--- src/rtl/ps2_dir_decoder.sv ---
// PS/2 keyboard receiver that decodes WASD and arrow-key make/break codes into a
// held one-hot direction, and strobes out every good byte.
module ps2_dir_decoder #(
  parameter int FILTER_LEN  = 8,
  parameter int TIMEOUT_CYC = 50000
) (
  input  logic       clk,
  input  logic       reset,
  input  logic       ps2_clk,
  input  logic       ps2_data,
  output logic [3:0] dirMove,
  output logic [7:0] scan_code,
  output logic       code_valid,
  output logic       frame_err
);

  localparam int FW = $clog2(FILTER_LEN + 1);
  localparam int TW = $clog2(TIMEOUT_CYC + 1);

  typedef enum logic [1:0] {IDLE, DATA, PARITY, STOP} state_e;

  logic          clk_s1_q, clk_s2_q, data_s1_q, data_s2_q;
  logic          filt_q;
  logic [FW-1:0] filt_cnt_q;
  logic          filt_flip, fe;

  state_e        state_q;
  logic [2:0]    bit_cnt_q;
  logic [TW-1:0] to_cnt_q;
  logic [7:0]    shift_q;
  logic          par_ok_q;
  logic [7:0]    scan_q;
  logic [3:0]    dir_q;
  logic          ext_q, brk_q;
  logic          code_valid_q, frame_err_q;

  logic [3:0]    key_oh;
  logic [3:0]    dir_d;
  logic          ext_d, brk_d;

  // Idle PS/2 lines float high, so the synchronizers come out of reset at 1.
  always_ff @(posedge clk or negedge reset) begin
    if (!reset) begin
      clk_s1_q  <= 1'b1;
      clk_s2_q  <= 1'b1;
      data_s1_q <= 1'b1;
      data_s2_q <= 1'b1;
    end else begin
      // NOTE: non-blocking assignments let every flop sample the old value, which is what makes this a two-stage chain.
      clk_s1_q  <= ps2_clk;
      clk_s2_q  <= clk_s1_q;
      data_s1_q <= ps2_data;
      data_s2_q <= data_s1_q;
    end
  end

  assign filt_flip = (clk_s2_q != filt_q) && (filt_cnt_q == FW'(FILTER_LEN - 1));
  assign fe        = filt_flip && filt_q;

  always_ff @(posedge clk or negedge reset) begin
    if (!reset) begin
      filt_q     <= 1'b1;
      filt_cnt_q <= '0;
    end else if (clk_s2_q == filt_q) begin
      filt_cnt_q <= '0;
    end else if (filt_flip) begin
      filt_q     <= clk_s2_q;
      filt_cnt_q <= '0;
    end else begin
      filt_cnt_q <= filt_cnt_q + FW'(1);
    end
  end

  // Next direction and prefix flags if the byte in shift_q turns out to be good.
  always_comb begin
    // NOTE: every output gets a default first so no path leaves a variable unassigned (no latch).
    dir_d  = dir_q;
    ext_d  = ext_q;
    brk_d  = brk_q;
    key_oh = 4'b0000;
    if (shift_q == 8'hE0) begin
      ext_d = 1'b1;
    end else if (shift_q == 8'hF0) begin
      brk_d = 1'b1;
    end else begin
      case ({ext_q, shift_q})
        9'h01D:  key_oh = 4'b0001;
        9'h01B:  key_oh = 4'b0010;
        9'h01C:  key_oh = 4'b0100;
        9'h023:  key_oh = 4'b1000;
        9'h175:  key_oh = 4'b0001;
        9'h172:  key_oh = 4'b0010;
        9'h16B:  key_oh = 4'b0100;
        9'h174:  key_oh = 4'b1000;
        default: key_oh = 4'b0000;
      endcase
      if (key_oh != 4'b0000) begin
        if (!brk_q)              dir_d = key_oh;
        else if (dir_q == key_oh) dir_d = 4'b0000;
      end
      ext_d = 1'b0;
      brk_d = 1'b0;
    end
  end

  always_ff @(posedge clk or negedge reset) begin
    if (!reset) begin
      state_q      <= IDLE;
      bit_cnt_q    <= '0;
      to_cnt_q     <= '0;
      shift_q      <= '0;
      par_ok_q     <= 1'b0;
      scan_q       <= '0;
      dir_q        <= '0;
      ext_q        <= 1'b0;
      brk_q        <= 1'b0;
      code_valid_q <= 1'b0;
      frame_err_q  <= 1'b0;
    end else begin
      code_valid_q <= 1'b0;
      frame_err_q  <= 1'b0;
      if (state_q != IDLE && !fe && to_cnt_q == TW'(TIMEOUT_CYC - 1)) begin
        frame_err_q <= 1'b1;
        state_q     <= IDLE;
        to_cnt_q    <= '0;
      end else begin
        to_cnt_q <= (state_q == IDLE || fe) ? '0 : to_cnt_q + TW'(1);
        if (fe) begin
          case (state_q)
            IDLE: begin
              // A high data line at a clock edge is a false start, not an error.
              if (!data_s2_q) begin
                state_q   <= DATA;
                bit_cnt_q <= '0;
              end
            end
            DATA: begin
              shift_q   <= {data_s2_q, shift_q[7:1]};
              bit_cnt_q <= bit_cnt_q + 3'd1;
              if (bit_cnt_q == 3'd7) state_q <= PARITY;
            end
            PARITY: begin
              par_ok_q <= ^{shift_q, data_s2_q};
              state_q  <= STOP;
            end
            STOP: begin
              if (data_s2_q && par_ok_q) begin
                code_valid_q <= 1'b1;
                scan_q       <= shift_q;
                dir_q        <= dir_d;
                ext_q        <= ext_d;
                brk_q        <= brk_d;
              end else begin
                frame_err_q <= 1'b1;
              end
              state_q <= IDLE;
            end
          endcase
        end
      end
    end
  end

  assign dirMove    = dir_q;
  assign scan_code  = scan_q;
  assign code_valid = code_valid_q;
  assign frame_err  = frame_err_q;

endmodule

--- config.mk ---
export PLATFORM = sky130hd
export DESIGN_NAME = ps2_dir_decoder
export DESIGN_NICKNAME = d
export VERILOG_FILES = /design/src/rtl/ps2_dir_decoder.sv
export SDC_FILE = /design/constraint.sdc
export NUM_CORES = 1
export LEC_CHECK = 0
export CORE_AREA = 5 5 91 93
export DETAILED_ROUTE_END_ITERATION = 10
export DIE_AREA = 0 0 96 98
export GPL_TIMING_DRIVEN = 0
export PLACE_DENSITY = 0.58
export SLEW_MARGIN = 15
export SYNTH_ARGS = -nofsm -noshare
export SYNTH_HDL_FRONTEND = slang
export SYNTH_SLANG_ARGS = --single-unit
--- constraint.sdc ---
create_clock -name clk -period 2.5 [get_ports clk]
set_input_delay 0.5 -clock clk [delete_from_list [all_inputs] [get_ports clk]]
set_output_delay 0.5 -clock clk [all_outputs]
set_load 0.05 [all_outputs]
==> results of run 1 <==
==> state kept, by name (all words and copies together), names as in the netlist, 2 cells and up <==
signal / count
state_q: 2
filt_cnt_q: 4
shift_q: 8
scan_code: 8
dirMove: 4
to_cnt_q: 16
bit_cnt_q: 3
==> Yosys cell counts (2+ instances only) <==
master and instances:
and3_1 6, nor2_1 33, xor2_1 10, nand4_1 5
a21oi_1 4, o22ai_1 2, buf_2 4, a32o_1 2
nor4b_4 2, dfrtp_1 50, and4b_1 3, inv_1 6
nor2b_1 3, dfstp_2 5, nor3_1 12, and2_1 2
mux2i_1 2, ha_1 9, o21ai_0 7, nand2_1 40
mux2_2 8, xnor2_1 16, nand3b_1 2, nor4b_1 2
clkbuf_1 2, nand3_1 12
==> routing by layer <==
| layer | vias to the layer above | GRT usage [%] | wire (µm) |
|---|---|---|---|
| met5 | - | 0 | 0 |
| met3 | 7 | 2.70 | 131 |
| met1 | 901 | 16.5 | 2550 |
| met2 | 17 | 18.2 | 2380 |
| met4 | 0 | 4.60 | 83 |
| li1 | 967 | - | - |
==> worst min-delay path by stage <==
| stage | cells after the start | start | end | slack [ns] |
|---|---|---|---|---|
| floorplan | 0 | reset | bit_cnt_q[0]$_DFFE_PN0P_ | 0.20 |
| global placement | 0 | data_s1_q$_DFF_PN1_ | data_s2_q$_DFF_PN1_ | 0.35 |
| CTS | 1 | reset | state_q[0]$_DFFE_PN0P_ | 0.25 |
| detailed placement | 0 | data_s1_q$_DFF_PN1_ | data_s2_q$_DFF_PN1_ | 0.35 |
| global route | 1 | reset | to_cnt_q[2]$_DFF_PN0_ | 0.28 |
| finish | 1 | reset | to_cnt_q[10]$_DFF_PN0_ | 0.22 |
==> where the power goes <==
part	switching [W]	internal, W	total [W]
clock	0.000299	0.000228	0.000527
combinational	0.0000455	0.0000394	0.0000848
sequential	0.0000218	0.000926	0.000948
total	0.000367	0.00119	0.00156
==> critical path, delay by kind of cell, from the launching register on <==
family / cells / cell delay [ns]
AND/OR/NAND/NOR: 3 / 0.59
AO/OA/AOI/OAI: 3 / 0.67
adder cells (fa/ha/maj): 1 / 0.22
flip-flops: 1 / 0.39
buffers and inverters: 1 / 0.16
==> through the flow <==
stage	hold slack (ns)	instance area, µm²
2_1_floorplan	0.204	2780
3_3_place_gp	0.346	3070
3_5_place_dp	0.347	3070
4_1_cts	0.251	3170
5_1_grt	0.282	3170
6_report	0.220	3170
==> layout by cell type (no fill, tap or decap), drive strengths merged, types with 3 or more instances in the layout <==
cell	instances
ha	9
nor2	33
xnor2	16
nor3	12
nor2b	3
dfstp	5
and4b	3
clkdlybuf4s50	16
dfrtp	50
clkbuf	9
and3	6
mux2	8
nor4b	4
o21ai	8
nand4	5
nand2	40
nand3	12
inv	6
buf	7
a21oi	5
xor2	10
==> layout make-up <==
cell class	instances	area (µm²)
inverters	7	26.3
multi-input cells	199	1320
plain buffers	8	46.3
flip-flops and latches	55	1380
fillers	748	4280
repair buffers	17	168
clock inverters	1	8.76
clock buffers	7	86.3
well taps	102	128
==> cell families (layout without fill, tap and decap cells) <==
group           count (synthesis)  count (layout)  share of synthesized area [%]
compound gates                 23              23                           6.72
fa+ha+maj                       9               9                           4.06
xor+xnor                       26              26                           8.21
flops                          55              55                           49.8
buf+inv                        15              40                           2.61
mux                            10              10                           3.97
simple gates                  131             131                           24.6
==> results.py, run 1 <==
metrics = {
    "critical_path": {
        "cp-endpoint": "state_q[0]$_DFFE_PN0P_",
        "worstSetupPathType": "reg -> reg",
        "ff2ff_setup_slack_ns": 0.35,
        "r2r_end": "state_q[0]$_DFFE_PN0P_",
        "worstSetupEndpointType": "flip-flop",
        "r2r_start": "filt_cnt_q[0]$_DFF_PN0_",
        "cp.required_ns": 2.69,
        "r2r_cells": 8,
        "crit_path_cell_trace": "ha_1 -> and3b_1 -> and2_1 -> buf_2 -> a21boi_1 -> o21ai_0 -> nor3_1 -> a211oi_1",
        "cp-startpoint": "filt_cnt_q[0]$_DFF_PN0_",
        "cp.arrival_ns": 2.34,
        "cp-start-kind": "flip-flop",
        "slowest_stage": "dfrtp_1",
        "cp_max_fo": 7,
        "cpPeakStageDelay_ns": 0.39,
    },
    "clocking": {
        "cts_buffers": 5,
        "htreeDepth": 2,
        "postCtsHoldBufs": 0,
        "path_clk_slew_ns": 0.10,
        "cts_resized": 0,
        "clock_latency_ns": 0.31,
        "root_buffer": "clkbuf_8",
        "clk_path_buf_depth": 2,
        "cts_tree": "built",
        "clkSinkCount": 55,
        "cts_setup_buffers": 0,
    },
    "sta": {
        "period_minus_slack_ns": 2.15,
        "worst_slew_pin_slew_ns": 0.673,
        "max_slew_margin_pct": 55.1,
        "skew_ns": 0.00731,
        "setup_viol": 0,
        "fin_tns_setup_ns": 0,
        "fin_ws_ns": 0.346,
        "hold_viol": 0,
        "max_freq_mhz": 464,
        "drv_slew": 0,
        "post-route-period-util_pct": 86.2,
        "rsz0062_at_grt": "no",
    },
    "die": {
        "die-area_um2": 9410,
        "coreArea_um2": 7450,
        "initial_utilization_pct": 37.3,
        "chipHeight_um": 98,
        "io_pins": 18,
        "die_w_um": 96,
        "rows": 32,
    },
    "pwr": {
        "p_per_area_nw_per_um2": 493,
        "power_leakage_nw": 1.36,
        "ir_worst_vdd_uv": 247,
        "total_power_w": 0.00156,
    },
    "detailed_routing": {
        "first_pass_iters": 4,
        "drc_errors": 0,
        "ant_nets": 0,
        "avgViaCountPerCell": 4.78,
        "wirelength_mm": 5.15,
        "drt-wirelength-per-cell_um": 13.0,
        "via_count": 1892,
        "first_iter_violations": 50,
    },
    "logic_synthesis": {
        "syn-cell-area_um2": 2780,
        "synthArstFlopShare_pct": 100,
        "synthesis.nets": 282,
        "synth_top_flop_cell": "dfrtp_1",
        "ys_ff_latch": 55,
        "yosysSeqAreaShare_pct": 49.8,
        "ys_warn_count": 0,
        "synth_top_area_cell": "dfrtp_1",
        "synth_cell_type_count": 46,
        "synth_area_per_cell_um2": 10.3,
        "synth_edf_count": 0,
        "ys_top_cells_by_area": "dfrtp_1, nand2_1, xnor2_1",
        "yosysTopAreaCellShare_pct": 45.1,
        "synthCells": 269,
    },
    "final_layout": {
        "diodes": 0,
        "syn_to_final_growth_pct": 14.1,
        "layout.nets": 306,
        "layout.cells.non_filler": 396,
        "final_layout_size_suffix_gt1_share_pct": 12.6,
        "final_core_util_pct": 42.5,
    },
    "placed_design": {
        "dp_slack_ns": 0.359,
        "io_buffers": 17,
        "post-place-cells": 388,
        "hpwl_mm": 3.68,
        "place_congestion": 0.804,
    },
    "grt": {
        "grt_pass1_wl_mm": 8.91,
        "grt_pass1_vias": 1847,
        "antenna_found_initial": 0,
        "grt_max_degree": 56,
        "grt_use_total_pct": 12.0,
        "gr-total-overflow": 0,
    },
    "min_path": {
        "holdCritPathClass": "in -> async",
    },
    "flow_run": {
        "cap_violations": 0,
    },
    "run_status": {
        "status": "completed",
    },
}
Power figures use the tool's default switching activity.
==> run 2: changes to the inputs <==
- SLEW_MARGIN: 15 -> 20
- TNS_END_PERCENT: default -> 20
==> results of run 2 <==
The final DEF is identical to that of run 1; final timing and power are the same.
